File: config.mk
export PLATFORM = sky130hd
export DESIGN_NAME = memory_arbiter
export DESIGN_NICKNAME = d
export VERILOG_FILES = /design/src/rtl/memory_arbiter_pkg.sv /design/src/rtl/memory_arbiter_picker.sv /design/src/rtl/memory_arbiter.sv
export SDC_FILE = /design/constraint.sdc
export NUM_CORES = 1
export LEC_CHECK = 0
export BUFFER_PORTS_ARGS = -buffer_cell sky130_fd_sc_hd__buf_2
export CAP_MARGIN = 10
export CORE_MARGIN = 5
export CORE_UTILIZATION = 45
export CTS_CLUSTER_DIAMETER = 50
export DETAILED_ROUTE_END_ITERATION = 7
export GPL_TIMING_DRIVEN = 1
export PLACE_DENSITY = 0.83
export SYNTH_ARGS = -nofsm -noshare
export SYNTH_HDL_FRONTEND = slang
export SYNTH_HIERARCHICAL = 1
export SYNTH_SLANG_ARGS = --single-unit
File: constraint.sdc
create_clock -name clock -period 3.85 [get_ports clock]
set_input_delay 0.385 -clock clock [delete_from_list [all_inputs] [get_ports clock]]
set_output_delay 0.385 -clock clock [all_outputs]
set_load 0.02 [all_outputs]
File: src/rtl/memory_arbiter_pkg.sv
// Shared types and constants for the memory arbiter: the FSM state enum,
// default bus widths and the width of a client index.
package memory_arbiter_pkg;

    localparam int ADDR_W_DEF  = 17;
    localparam int DATA_W_DEF  = 8;
    localparam int MAX_CLIENTS = 4;
    localparam int IDX_W       = $clog2(MAX_CLIENTS);

    typedef enum logic [2:0] {
        ST_IDLE,
        ST_WRITE,
        ST_READ1,
        ST_READ2,
        ST_ACK
    } arb_state_t;

endpackage

File: src/rtl/memory_arbiter_picker.sv
// Combinational winner select over the request vector.
// MEMARB_ROUND_ROBIN_EN: search starts at i_pointer; otherwise lowest index wins.
module memory_arbiter_picker
    import memory_arbiter_pkg::*;
#(
    parameter int CLIENTS = 2
) (
    input  logic [CLIENTS-1:0] i_request,
    input  logic [IDX_W-1:0]   i_pointer,
    output logic               o_valid,
    output logic [IDX_W-1:0]   o_winner
);

`ifdef MEMARB_ROUND_ROBIN_EN
    // Scan offsets from the far end so the smallest offset from the pointer is written last.
    always_comb begin
        // NOTE: every output gets a default first so no path through the block infers a latch.
        o_valid  = 1'b0;
        o_winner = '0;
        for (int k = CLIENTS - 1; k >= 0; k--) begin
            for (int i = 0; i < CLIENTS; i++) begin
                if (((int'(i_pointer) + k) % CLIENTS) == i && i_request[i]) begin
                    o_valid  = 1'b1;
                    o_winner = IDX_W'(i);
                end
            end
        end
    end
`else
    logic w_unused_pointer;
    assign w_unused_pointer = ^i_pointer;

    always_comb begin
        // NOTE: every output gets a default first so no path through the block infers a latch.
        o_valid  = 1'b0;
        o_winner = '0;
        for (int i = CLIENTS - 1; i >= 0; i--) begin
            if (i_request[i]) begin
                o_valid  = 1'b1;
                o_winner = IDX_W'(i);
            end
        end
    end
`endif

endmodule

File: src/rtl/memory_arbiter.sv
// Shares the memory manager's CPU port between CLIENTS requesters, one access at a time.
// MEMARB_ROUND_ROBIN_EN selects round-robin arbitration; default is fixed priority.
module memory_arbiter
    import memory_arbiter_pkg::*;
#(
    parameter int CLIENTS = 2,
    parameter int ADDR_W  = ADDR_W_DEF,
    parameter int DATA_W  = DATA_W_DEF
) (
    input  logic                           clock,
    input  logic                           resetN,
    input  logic [CLIENTS-1:0]             clientRequest,
    input  logic [CLIENTS-1:0]             clientWrite,
    input  logic [CLIENTS-1:0][ADDR_W-1:0] clientAddress,
    input  logic [CLIENTS-1:0][DATA_W-1:0] clientWriteData,
    output logic [CLIENTS-1:0]             clientAck,
    output logic [DATA_W-1:0]              clientReadData,
    output logic                           memoryWriteRequest,
    output logic [ADDR_W-1:0]              memoryWriteAddress,
    output logic [DATA_W-1:0]              memoryWriteData,
    input  logic                           memoryWriteComplete,
    output logic [ADDR_W-1:0]              memoryReadAddress,
    input  logic [DATA_W-1:0]              memoryReadData,
    input  logic                           slotDone
);

    arb_state_t         r_state;
    logic [IDX_W-1:0]   r_winner;
    logic [CLIENTS-1:0] r_ack;
    logic [DATA_W-1:0]  r_read_data;
    logic               r_wr_req;
    logic [ADDR_W-1:0]  r_wr_addr;
    logic [DATA_W-1:0]  r_wr_data;
    logic [ADDR_W-1:0]  r_rd_addr;

    logic               w_valid;
    logic [IDX_W-1:0]   w_winner;
    logic [IDX_W-1:0]   w_pointer;
    logic               w_sel_write;
    logic [ADDR_W-1:0]  w_sel_addr;
    logic [DATA_W-1:0]  w_sel_data;
    logic [CLIENTS-1:0] w_ack_onehot;

    memory_arbiter_picker #(.CLIENTS(CLIENTS)) u_picker (
        .i_request (clientRequest),
        .i_pointer (w_pointer),
        .o_valid   (w_valid),
        .o_winner  (w_winner)
    );

    always_comb begin
        w_sel_write  = 1'b0;
        w_sel_addr   = '0;
        w_sel_data   = '0;
        w_ack_onehot = '0;
        for (int i = 0; i < CLIENTS; i++) begin
            if (IDX_W'(i) == w_winner) begin
                w_sel_write = clientWrite[i];
                w_sel_addr  = clientAddress[i];
                w_sel_data  = clientWriteData[i];
            end
            w_ack_onehot[i] = (IDX_W'(i) == r_winner);
        end
    end

    // The ack is loaded on the way into ST_ACK so the pulse is high exactly during ACK.
    always_ff @(posedge clock or negedge resetN) begin
        if (!resetN) begin
            r_state     <= ST_IDLE;
            r_winner    <= '0;
            r_ack       <= '0;
            r_read_data <= '0;
            r_wr_req    <= 1'b0;
            r_wr_addr   <= '0;
            r_wr_data   <= '0;
            r_rd_addr   <= '0;
        end else begin
            // NOTE: non-blocking assignments only, so every register samples pre-edge values.
            r_ack <= '0;
            case (r_state)
                ST_IDLE: begin
                    if (w_valid) begin
                        r_winner <= w_winner;
                        if (w_sel_write) begin
                            r_wr_addr <= w_sel_addr;
                            r_wr_data <= w_sel_data;
                            r_wr_req  <= 1'b1;
                            r_state   <= ST_WRITE;
                        end else begin
                            r_rd_addr <= w_sel_addr;
                            r_state   <= ST_READ1;
                        end
                    end
                end
                ST_WRITE: begin
                    if (memoryWriteComplete) begin
                        r_wr_req <= 1'b0;
                        r_ack    <= w_ack_onehot;
                        r_state  <= ST_ACK;
                    end
                end
                // First slot may have latched the previous address; its data is discarded.
                ST_READ1: begin
                    if (slotDone) begin
                        r_state <= ST_READ2;
                    end
                end
                ST_READ2: begin
                    if (slotDone) begin
                        r_read_data <= memoryReadData;
                        r_ack       <= w_ack_onehot;
                        r_state     <= ST_ACK;
                    end
                end
                ST_ACK:  r_state <= ST_IDLE;
                default: r_state <= ST_IDLE;
            endcase
        end
    end

`ifdef MEMARB_ROUND_ROBIN_EN
    logic [IDX_W-1:0] r_pointer;

    always_ff @(posedge clock or negedge resetN) begin
        if (!resetN) begin
            r_pointer <= '0;
        end else if (r_state == ST_ACK) begin
            r_pointer <= (r_winner == IDX_W'(CLIENTS - 1)) ? '0 : r_winner + IDX_W'(1);
        end
    end

    assign w_pointer = r_pointer;
`else
    assign w_pointer = '0;
`endif

    assign clientAck          = r_ack;
    assign clientReadData     = r_read_data;
    assign memoryWriteRequest = r_wr_req;
    assign memoryWriteAddress = r_wr_addr;
    assign memoryWriteData    = r_wr_data;
    assign memoryReadAddress  = r_rd_addr;

endmodule

==> impl_results.md <==
- Run status: completed
- Share of post-route cells with drive strength above 1: 60.2%
- Reg-to-Reg End: memoryWriteData[0]
- Die area: 7610 µm²
- I/O Pins: 119
- CP top delay family: simple AND/OR/NAND/NOR gates
- CTS tree: done
- Global-route wire length before repair: 9.89 mm
- Yosys warning total: 6
- Worst R2R Start: r_state[1]
- Final WL: 6.13 mm
- P_sw: 1.02 mW
- Reg clk slew, reported paths: 0.06 ns
- CP max stage delay: 0.64 ns
- Leak Pwr: 1.86 nW
- Buf/Inv on CP: 1
- Routed vias: 1952
- Setup TNS: 0 ns
- Pre-antenna DRT Iters: 4
- Bufs on Longest Clock Path: 2
- Drc violations: 0
- # port buffers: 118
- Skew-Pair Late Insertion Delay: 0.32 ns
- Initial DRC count: 20
- # setup viols final: 0
- Pint: 1.90 mW
- Max-cap violations: 0
- Row count: 28
- Number of CTS-inserted buffers: 9
- Post-Route Utilization: 61.0%
- Cts repair resizes: 0
- Gr ovfl total: 0
- Post-CTS setup repair buffer count: 0
- Power, Total: 2.92 mW
- Worst Clk Skew: 0.00901 ns
- Synth-to-layout area growth: 33.1%
- DP HPWL: 4.45 mm
- Synth Area per Inst: 13.5 µm²
- Placer congestion estimate: 0.806
- Clock root cell: clkbuf_8
- Max VDD drop: 0.000345 V
- Clk sinks: 58
- GRT Util Overall: 17.0%
- Register share of total power: 36.0%
- Pwr Density: 818 nW/µm²
- Max_slew headroom: 36.5%
- Final Hold Fails: 0
- Mapped Cells: 199
- RSZ-0062 raised after global routing: no
- WL per Instance: 15.4 µm
- Antenna violations before repair: 0
- Sw frac: 34.9%
- DRT antenna net count: 0
- Fmax: 0.424 GHz
- H-tree depth: 3
- Worst path arrival time: 2.57 ns
- Slew @ Worst Pin: 0.952 ns
- Chip width: 87.2 µm
- WS Path Type: register to register
- Max stage delay cell, worst path: nor3b_4
- Post-route clock period utilization: 61.3%
- Final instance area: 3570 µm²
- Via-per-instance ratio: 4.89
- Maximum fanout along the worst path: 13
- Die Ht: 87.2 µm
- WP data required: 4.06 ns
- Ant. Diodes: 0
- Power share of the combinational group: 38.6%
- Largest net degree at the start of global routing: 59
- CP startpoint kind: register
- Final Non-Filler Cells: 399
- Fillers: 503
- Hold Buf Count CTS: 0
- Placed cells: 383
- Mapped Area: 2680 µm²
- DP Area: 3300 µm²
- Nets: 385
- Crit path time final: 2.36 ns
- Setup crit start: r_state[1]
- Reg2reg setup slack: 1.49 ns
- CP Capture Type: register
- Vias in the first global route: 2093
- Clk pwr share: 25.4%
- Post-Synthesis Net Count: 265
- HP Class: primary input to async pin
- Crit-path cells: nor4b_4 -> nor3b_4 -> buf_4 -> mux2_2
- Core area: 5850 µm²
- Slew Limit Fails: 0
- Initial Util: 45.9%
- Reg2Reg Depth: 4
final cells by class:
class	count	area [µm²]	area share, %
multi-input combinational	129	1140	32.1
sequential	58	1450	40.7
timing repair buffer	121	613	17.2
clock buffer	11	141	3.96
tap	75	93.8	2.63
clock inverter	5	125	3.51
through the flow:
stage	hold WS [ns]	setup WS (ns)
2_1_floorplan	0.0894	1.92
3_3_place_gp	0.464	1.52
3_5_place_dp	0.464	1.44
4_1_cts	0.224	1.45
5_1_grt	0.263	1.34
6_report	0.191	1.49
worst max-delay path by stage:
stage | cells past startpoint | slack [ns] | end
6_report | 4 | 1.49 | memoryWriteData[0]
5_1_grt | 4 | 1.34 | memoryWriteData[0]
4_1_cts | 4 | 1.45 | memoryWriteData[0]
3_5_place_dp | 6 | 1.44 | memoryWriteData[0]
3_3_place_gp | 6 | 1.52 | memoryWriteData[4]
2_1_floorplan | 6 | 1.92 | memoryWriteAddress[0]
routing by layer:
layer,wire length [µm],share of wire (%),global-route usage [%]
met5,0,0,0
met4,119,1.9,9.48
met3,408,6.7,3.88
met2,3120,51,28.2
met1,2480,40,20.4
worst reg2reg max path: stages, from the launching register on:
cell and delay, ns:
dfrtp_1 0.48, nor4b_4 0.42, nor3b_4 0.64, buf_4 0.34, mux2_2 0.36
sequential cells by signal (all words and copies together), names as in the netlist:
register,cells
memoryReadAddress,17
r_state,3
memoryWriteData,8
clientAck,2
memoryWriteRequest,1
clientReadData,8
memoryWriteAddress,17
r_winner,2
power groups by stage:
stage	Clock [mW]	Sequential (mW)	Combinational [mW]
2_1_floorplan	0	1.35	0.462
5_1_grt	0.789	1.09	1.22
3_3_place_gp	0	1.05	1.11
3_5_place_dp	0	1.06	1.14
4_1_cts	0.753	1.05	1.15
6_report	0.740	1.05	1.13
placed cells by master (no fill, tap or decap), drive strengths merged, types with 2 or more instances in the layout:
cell type,n
dfrtp,58
nand2,2
buf,121
nor2,27
mux2i,27
mux2,52
o21ai,2
a21oi,2
nor4b,2
or2,2
clkbuf,11
nor3b,2
bufinv,4
(Power assumes the default switching activity.)
